File: config.mk
export PLATFORM = sky130hd
export DESIGN_NAME = alu_acc
export DESIGN_NICKNAME = d
export VERILOG_FILES = /design/src/rtl/alu_acc.sv
export SDC_FILE = /design/constraint.sdc
export NUM_CORES = 1
export LEC_CHECK = 0
export CORE_ASPECT_RATIO = 0.9
export CORE_MARGIN = 1
export CORE_UTILIZATION = 45
export CTS_CLUSTER_SIZE = 24
export DETAILED_ROUTE_END_ITERATION = 7
export PLACE_DENSITY = 0.77
export SETUP_SLACK_MARGIN = 0.05
export SLEW_MARGIN = 25
export SYNTH_ARGS = -nofsm -noshare
export SYNTH_HDL_FRONTEND = slang
export SYNTH_SLANG_ARGS = --single-unit
File: constraint.sdc
create_clock -name clk -period 4.4 [get_ports clk]
set_input_delay 0.44 -clock clk [delete_from_list [all_inputs] [get_ports clk]]
set_output_delay 0.44 -clock clk [all_outputs]
set_load 0.005 [all_outputs]
File: src/rtl/alu_acc.sv
// alu_acc: accumulator ALU with a valid/ready request port, a registered result
// port with backpressure, and a RUN/HALT state machine.
//
// Ports:
//   clk, rst_              clock, asynchronous active-low reset
//   in_valid/in_ready      request handshake (opcode + data)
//   opcode[2:0], data[W]   operation select and operand
//   resume                 releases the block from HALT
//   out_valid/out_ready    result handshake (result, carry, skip)
//   result[W], carry, skip registered outputs of the last accepted request
//   zero                   accumulator == 0 (combinational from acc register)
//   halted                 state is HALT
module alu_acc #(
  parameter int unsigned WIDTH    = 8,
  parameter logic [63:0] ACC_INIT = 64'd0
) (
  input  logic             clk,
  input  logic             rst_,
  input  logic             in_valid,
  output logic             in_ready,
  input  logic [2:0]       opcode,
  input  logic [WIDTH-1:0] data,
  input  logic             resume,
  output logic             out_valid,
  input  logic             out_ready,
  output logic [WIDTH-1:0] result,
  output logic             carry,
  output logic             skip,
  output logic             zero,
  output logic             halted
);

  localparam int unsigned    SUM_W   = WIDTH + 1;
  localparam logic [WIDTH-1:0] ACC_RST = ACC_INIT[WIDTH-1:0];

  localparam logic [2:0] OP_HLT = 3'd0;
  localparam logic [2:0] OP_SKZ = 3'd1;
  localparam logic [2:0] OP_ADD = 3'd2;
  localparam logic [2:0] OP_AND = 3'd3;
  localparam logic [2:0] OP_XOR = 3'd4;
  localparam logic [2:0] OP_LDA = 3'd5;

  typedef enum logic {
    ST_RUN  = 1'b0,
    ST_HALT = 1'b1
  } state_e;

  state_e             state_q, state_d;
  logic               run_c;
  logic               accept_c;
  logic [SUM_W-1:0]   sum_c;

  logic [WIDTH-1:0]   acc_q, acc_d;
  logic [WIDTH-1:0]   result_q, result_d;
  logic               carry_q, carry_d;
  logic               skip_q, skip_d;
  logic               out_valid_q, out_valid_d;

  // Accept only in RUN and when the output slot is empty or draining this edge.
  assign in_ready = run_c && (!out_valid_q || out_ready);
  assign accept_c = in_valid && in_ready;

  // Full-width sum so bit WIDTH is the carry-out.
  assign sum_c = SUM_W'(acc_q) + SUM_W'(data);

  // State register.
  always_ff @(posedge clk or negedge rst_) begin
    if (!rst_) begin
      state_q <= ST_RUN;
    end else begin
      state_q <= state_d;
    end
  end

  // Next-state logic; resume is ignored in RUN.
  always_comb begin
    state_d = state_q;
    case (state_q)
      ST_RUN:  if (accept_c && (opcode == OP_HLT)) state_d = ST_HALT;
      ST_HALT: if (resume)                         state_d = ST_RUN;
    endcase
  end

  // State decode outputs.
  always_comb begin
    run_c  = 1'b0;
    halted = 1'b0;
    if (state_q == ST_RUN) run_c  = 1'b1;
    else                   halted = 1'b1;
  end

  // Datapath and output-slot next values.
  always_comb begin
    acc_d       = acc_q;
    result_d    = result_q;
    carry_d     = carry_q;
    skip_d      = skip_q;
    out_valid_d = out_valid_q && !out_ready;
    if (accept_c) begin
      out_valid_d = 1'b1;
      carry_d     = 1'b0;
      skip_d      = 1'b0;
      result_d    = acc_q;
      case (opcode)
        OP_ADD: begin
          acc_d    = sum_c[WIDTH-1:0];
          result_d = sum_c[WIDTH-1:0];
          carry_d  = sum_c[WIDTH];
        end
        OP_AND: begin
          acc_d    = acc_q & data;
          result_d = acc_q & data;
        end
        OP_XOR: begin
          acc_d    = acc_q ^ data;
          result_d = acc_q ^ data;
        end
        OP_LDA: begin
          acc_d    = data;
          result_d = data;
        end
        OP_SKZ: skip_d = (acc_q == '0);
        // HLT, STO, JMP: result is the unchanged accumulator.
        default: ;
      endcase
    end
  end

  // Datapath registers.
  always_ff @(posedge clk or negedge rst_) begin
    if (!rst_) begin
      acc_q       <= ACC_RST;
      result_q    <= '0;
      carry_q     <= 1'b0;
      skip_q      <= 1'b0;
      out_valid_q <= 1'b0;
    end else begin
      acc_q       <= acc_d;
      result_q    <= result_d;
      carry_q     <= carry_d;
      skip_q      <= skip_d;
      out_valid_q <= out_valid_d;
    end
  end

  assign out_valid = out_valid_q;
  assign result    = result_q;
  assign carry     = carry_q;
  assign skip      = skip_q;
  assign zero      = (acc_q == '0);

endmodule

==> qor.yml, run 1 <==
fillers: 199
rsz0062_at_grt: "false"
layout_min_cycle_time_ns: 2.42
numClockSinks: 12
path_class: "flop to output pin"
cts-root-buf: "clkbuf_4"
power.share.combinational: 0.621
synthCells: 119
overflow: 0
drtPass1Iterations: 4
cts_buffers: 3
grt_pass1_vias: 1011
synth-seq-cells: 12
synth_area_um2: 1110
tightest_slew_ns: 0.905
p_sw_mw: 0.275
grt.total_usage: 0.230
avgViaCountPerCell: 6.06
core_area_um2: 2240
yosysWarnings: 0
clkTransAtPathRegs_ns: 0.07
peakVddDrop_mv: 0.331
post_cts_buffers: 0
hp-class: "flop to flop"
multi_input_area_um2: 758
clockBufferDepth: 2
synth_seq_area_share: 0.271
ant_nets: 0
area_delta_synth_final_pct: 27.9
antenna_found_initial: 0
critPathCaptureType: "output pin"
p_seq_frac: 0.279
drt_iter0_drc: 9
io_buffers: 29
cts_max_level: 1
startpoint_type: "flop"
drv_cap: 0
fin_skew_ns: 0.00105
worstPathRequired_ns: 3.96
finalCritPeriodShare: 0.551
final_cells: 172
p_clk_frac: 0.100
hpwl_mm: 1.99
whs_path_depth: 2
tns_ns: 0
dr_total_vias: 1043
worst_slew_margin_rel: 0.394
synth.avg_cell_area_um2: 9.31
hold_viol_final: 0
cellLeakagePower_nw: 0.581
rr_worst_depth: 7
regArea_um2: 300
total_power_mw: 0.684
ys_top_cells_by_area: "dfrtp_1 27%, ha_1 9.0%, mux2i_1 7.2%, mux2_2 6.1%, a21o_1 3.4%"
die_w_um: 54.3
initial_core_util: 0.494
grt_pass1_wl_mm: 4.55
rows: 16
grt_max_degree: 18
ys_types: 35
placed_area_um2: 1390
routabilityCongestion: 0.838
post_cts_resized: 0
route.detailed.drc: 0
drive_gt1_frac: 0.0690
syn-num-nets: 144
n_antenna_cell: 0
yosysTopAreaCellShare: 0.271
synth_area_leader_cell: "dfrtp_1"
die_y_um: 49.1
clk_latency_ns: 0.27
stdcell_area_um2: 1420
nNetsFinal: 172
wl_per_cell_um: 15.3
p_int_mw: 0.410
io_pins: 30
max_freq_mhz: 413
postCtsHoldBufs: 0
setup_viol: 0
die-area_um2: 2660
crit_path_max_fanout: 4
cts_tree: "yes"
cp.arrival_ns: 1.98
powerDensity_nw_per_um2: 483
routed_wl_mm: 2.63
status: "finished clean"
maxSlewViolCount: 0
place_inst: 169
p_sw_frac: 0.401
[placed cells by master (no fill, tap or decap), types with 4 or more instances in the layout]
master,n
clkdlybuf4s50_1,29
dfrtp_1,12
nor2_1,8
mux2i_1,8
ha_1,8
a21oi_1,7
nand2_1,6
mux2_2,6
nand3b_1,5
o21ai_0,5
a21o_1,5
nand2b_1,4
nand3_1,4
a211oi_1,4
[flip-flops by register name, indices dropped and copies added, names as in the netlist]
name       flops
state_q        1
out_valid      1
carry          1
skip           1
result         8
[cells by family (layout without fill, tap and decap cells)]
family          Yosys count  in the layout  share of synthesized area
compound gates           36             36                      0.224
flops                    12             12                      0.271
mux                      14             14                      0.133
simple gates             35             35                      0.188
xor+xnor                  4              4                     0.0316
buf+inv                   9             35                     0.0441
fa+ha+maj                 9              9                      0.108
[final cells by class]
cell class | count | share of cell area
multi-input cells | 98 | 0.535
inverters | 3 | 0.00795
well taps | 27 | 0.0239
flip-flops and latches | 12 | 0.212
repair buffers | 29 | 0.205
clock buffers | 3 | 0.0159
[power by group through the flow]
stage          registers [mW]  logic [mW]  clock network (mW)
2_1_floorplan           0.185       0.273                   0
3_3_place_gp            0.190       0.410                   0
3_5_place_dp            0.192       0.421                   0
4_1_cts                 0.190       0.425              0.0709
5_1_grt                 0.196       0.473              0.0758
6_report                0.191       0.425              0.0683
[critical path: stages (launching register included)]
cell and delay [ns]:
dfrtp_1 0.41, or4_1 0.57, nor2_1 0.20, clkdlybuf4s50_1 0.53
[metrics by stage]
step / util / hold slack (ns) / setup WS [ns]
after CTS: 0.632 / 0.490 / 1.97
after global routing: 0.632 / 0.515 / 1.90
final: 0.632 / 0.479 / 1.98
after global placement: 0.622 / 0.473 / 1.78
after detailed placement: 0.622 / 0.473 / 1.77
after floorplan: - / 0.144 / 2.41
[routing by layer]
layer / part of all wire / global-route usage
met1: 0.47 / 0.314
met2: 0.46 / 0.362
met3: 0.056 / 0.0685
met4: 0.0095 / 0.0299
met5: 0 / 0
[final timing paths]
kind	slack, ns	to	start
setup / recovery	1.98	zero	result[5]$_DFFE_PN0P_
max in group asynchronous	3.51	result[4]$_DFFE_PN0P_	rst_
hold / removal	0.48	skip$_DFFE_PN0P_	skip$_DFFE_PN0P_
min in group asynchronous	0.52	result[3]$_DFFE_PN0P_	rst_
hold reg to reg	0.48	skip$_DFFE_PN0P_	skip$_DFFE_PN0P_
setup reg to reg	2.23	carry$_DFFE_PN0P_	result[0]$_DFFE_PN0P_
[synth_stat cells]
library cell and count:
and2_1 1, nor4b_4 1, a211oi_1 4, or4_1 2
nor2b_1 1, o2bb2ai_1 3, o311ai_0 1, o22ai_1 3
mux2_2 6, a21o_1 5, nor2_1 8, o21bai_1 2
xor2_1 1, buf_2 2, o41ai_1 2, nor3_1 1
buf_4 3, clkbuf_2 1, mux2i_1 8, o21ai_0 5
nand2_1 6, dfrtp_1 12, a221oi_1 2, fa_1 1
a21oi_1 7, nand3_1 4, o211ai_1 1, nor4bb_1 1
ha_1 8, o2111ai_1 1, nand4_1 1, nand3b_1 5
nand2b_1 4, inv_1 3, xnor2_1 3
Note: power is estimated with default switching activity, not from simulation.
==> run 2: changes to the inputs <==
Clock period 4.4 ns to 2.5 ns, I/O delays scaled along.
==> qor.yml, run 2 (synthesis gave the netlist of run 1 again) <==
status: "finished clean"
core_area_um2: 2240  # unchanged
die_w_um: 54.3  # unchanged
io_pins: 30  # unchanged
mostFrequentLayoutCells: "29 x clkdlybuf4s50_1, 12 x dfrtp_1, 8 x nor2_1, 8 x mux2i_1, 8 x ha_1"
route.detailed.drc: 0  # unchanged
peakVddDrop_mv: 0.563  # +70%
layout_min_cycle_time_ns: 2.24
routabilityCongestion: 0.847  # +1.1%
grt.total_usage: 0.253  # +0.0230
area_delta_synth_final_pct: 29.9
antenna_found_initial: 0  # unchanged
routed_wl_mm: 2.86  # +8.6%
ant_nets: 0  # unchanged
reg2reg_slack_ns: 0.43  # -1.80 ns
worst_slew_margin_rel: 0.586  # +0.192
wl_per_cell_um: 16.3  # +6.7%
rr_worst_depth: 7  # unchanged
n_antenna_cell: 0  # unchanged
numClockSinks: 12  # unchanged
cts_max_level: 1  # unchanged
r2r-start: "result[0]$_DFFE_PN0P_"
grt_max_degree: 18  # unchanged
die-area_um2: 2660  # unchanged
cts-root-buf: "clkbuf_4"
post_cts_buffers: 0  # unchanged
cp.arrival_ns: 1.99  # about the same
path_class: "flop to output pin"
avgViaCountPerCell: 5.94  # -2.0%
io_buffers: 29  # unchanged
rsz0062_at_grt: "false"
grt_pass1_wl_mm: 4.95  # +8.6%
grt_pass1_vias: 1102  # +9.0%
startpoint_type: "flop"
drive_gt1_frac: 0.0878  # +0.0189
drtPass1Iterations: 4  # unchanged
hold_viol_final: 0  # unchanged
hpwl_mm: 2.14  # +7.9%
tightest_slew_ns: 0.619  # -0.287 ns
max_freq_mhz: 446
postCtsHoldBufs: 0  # unchanged
cts_buffers: 3  # unchanged
clockBufferDepth: 2  # unchanged
cts_tree: "yes"
rows: 16  # unchanged
fin_skew_ns: 0.00131  # +0.000260 ns
overflow: 0  # unchanged
worstPathRequired_ns: 2.25  # -1.71 ns
finalCritPeriodShare: 0.897
setup_viol: 0  # unchanged
clkTransAtPathRegs_ns: 0.09  # +0.02 ns
hp-class: "primary input to asynchronous set/reset pin"
nNetsFinal: 175  # +1.7%
initial_core_util: 0.494  # unchanged
critPathCaptureType: "output pin"
crit_path_max_fanout: 4  # unchanged
post_cts_resized: 0  # unchanged
drt_iter0_drc: 25  # +16
drv_cap: 0  # unchanged
maxSlewViolCount: 0  # unchanged
cellLeakagePower_nw: 0.595  # +2.5%
dr_total_vias: 1040  # -0.29%
die_y_um: 49.1  # unchanged
powerDensity_nw_per_um2: 847  # +75%
final_common_cell: "clkdlybuf4s50_1"
tns_ns: 0  # unchanged
r2r-end: "result[4]$_DFFE_PN0P_"
largest_reg_flops: 8  # unchanged
setup_ws_ns: 0.258  # -1.72 ns
clk_latency_ns: 0.28  # about the same
pre_cts_slack_ns: 0.165  # -1.61 ns
run 2: per-stage QoR:
| step | util | instances | power [mW] | area, µm² | hold WS [ns] |
|---|---|---|---|---|---|
| floorplan | - | 119 | 0.807 | 1110 | -0.0456 |
| global placement | 0.632 | 172 | 1.05 | 1420 | 0.461 |
| detailed placement | 0.632 | 172 | 1.08 | 1420 | 0.474 |
| CTS | 0.642 | 175 | 1.21 | 1440 | 0.368 |
| global route | 0.642 | 175 | 1.33 | 1440 | 0.392 |
| finish | 0.642 | 175 | 1.22 | 1440 | 0.346 |
run 2: worst max-delay path, cell delays in order (launching register included):
cell	delay, ns
dfrtp_1	0.42
or4_1	0.58
nor2_1	0.18
clkdlybuf4s50_1	0.52
run 2: worst max-delay path by stage:
stage | slack, ns | endpoint | cells past startpoint | start
floorplan | 0.55 | result[4]$_DFFE_PN0P_ | 7 | result[0]$_DFFE_PN0P_
global placement | 0.18 | result[4]$_DFFE_PN0P_ | 8 | data[0]
detailed placement | 0.16 | result[4]$_DFFE_PN0P_ | 8 | data[0]
CTS | 0.26 | zero | 3 | result[5]$_DFFE_PN0P_
global route | 0.20 | zero | 3 | result[5]$_DFFE_PN0P_
finish | 0.26 | zero | 3 | result[5]$_DFFE_PN0P_
run 2: per-layer routing:
layer | vias to the layer above | GRT usage | routed length, µm
met3 | 6 | 0.0685 | 157
met4 | 0 | 0.0513 | 29
met2 | 35 | 0.417 | 1350
li1 | 510 | - | -
met1 | 489 | 0.324 | 1320
met5 | - | 0 | 0
run 2: final cells by class:
cell class	instances	area, µm²
Fill cell	215	803
Multi-Input combinational cell	98	758
Timing Repair Buffer	32	313
Sequential cell	12	300
Tap cell	27	33.8
Clock buffer	3	22.5
Inverter	3	11.3
run 2: power by group:
part           leakage [nW]  switching (mW)  internal [mW]
Sequential            0.148          0.0752          0.259
Clock                0.0138          0.0770         0.0560
Combinational         0.433           0.341          0.410
Total                 0.595           0.493          0.725
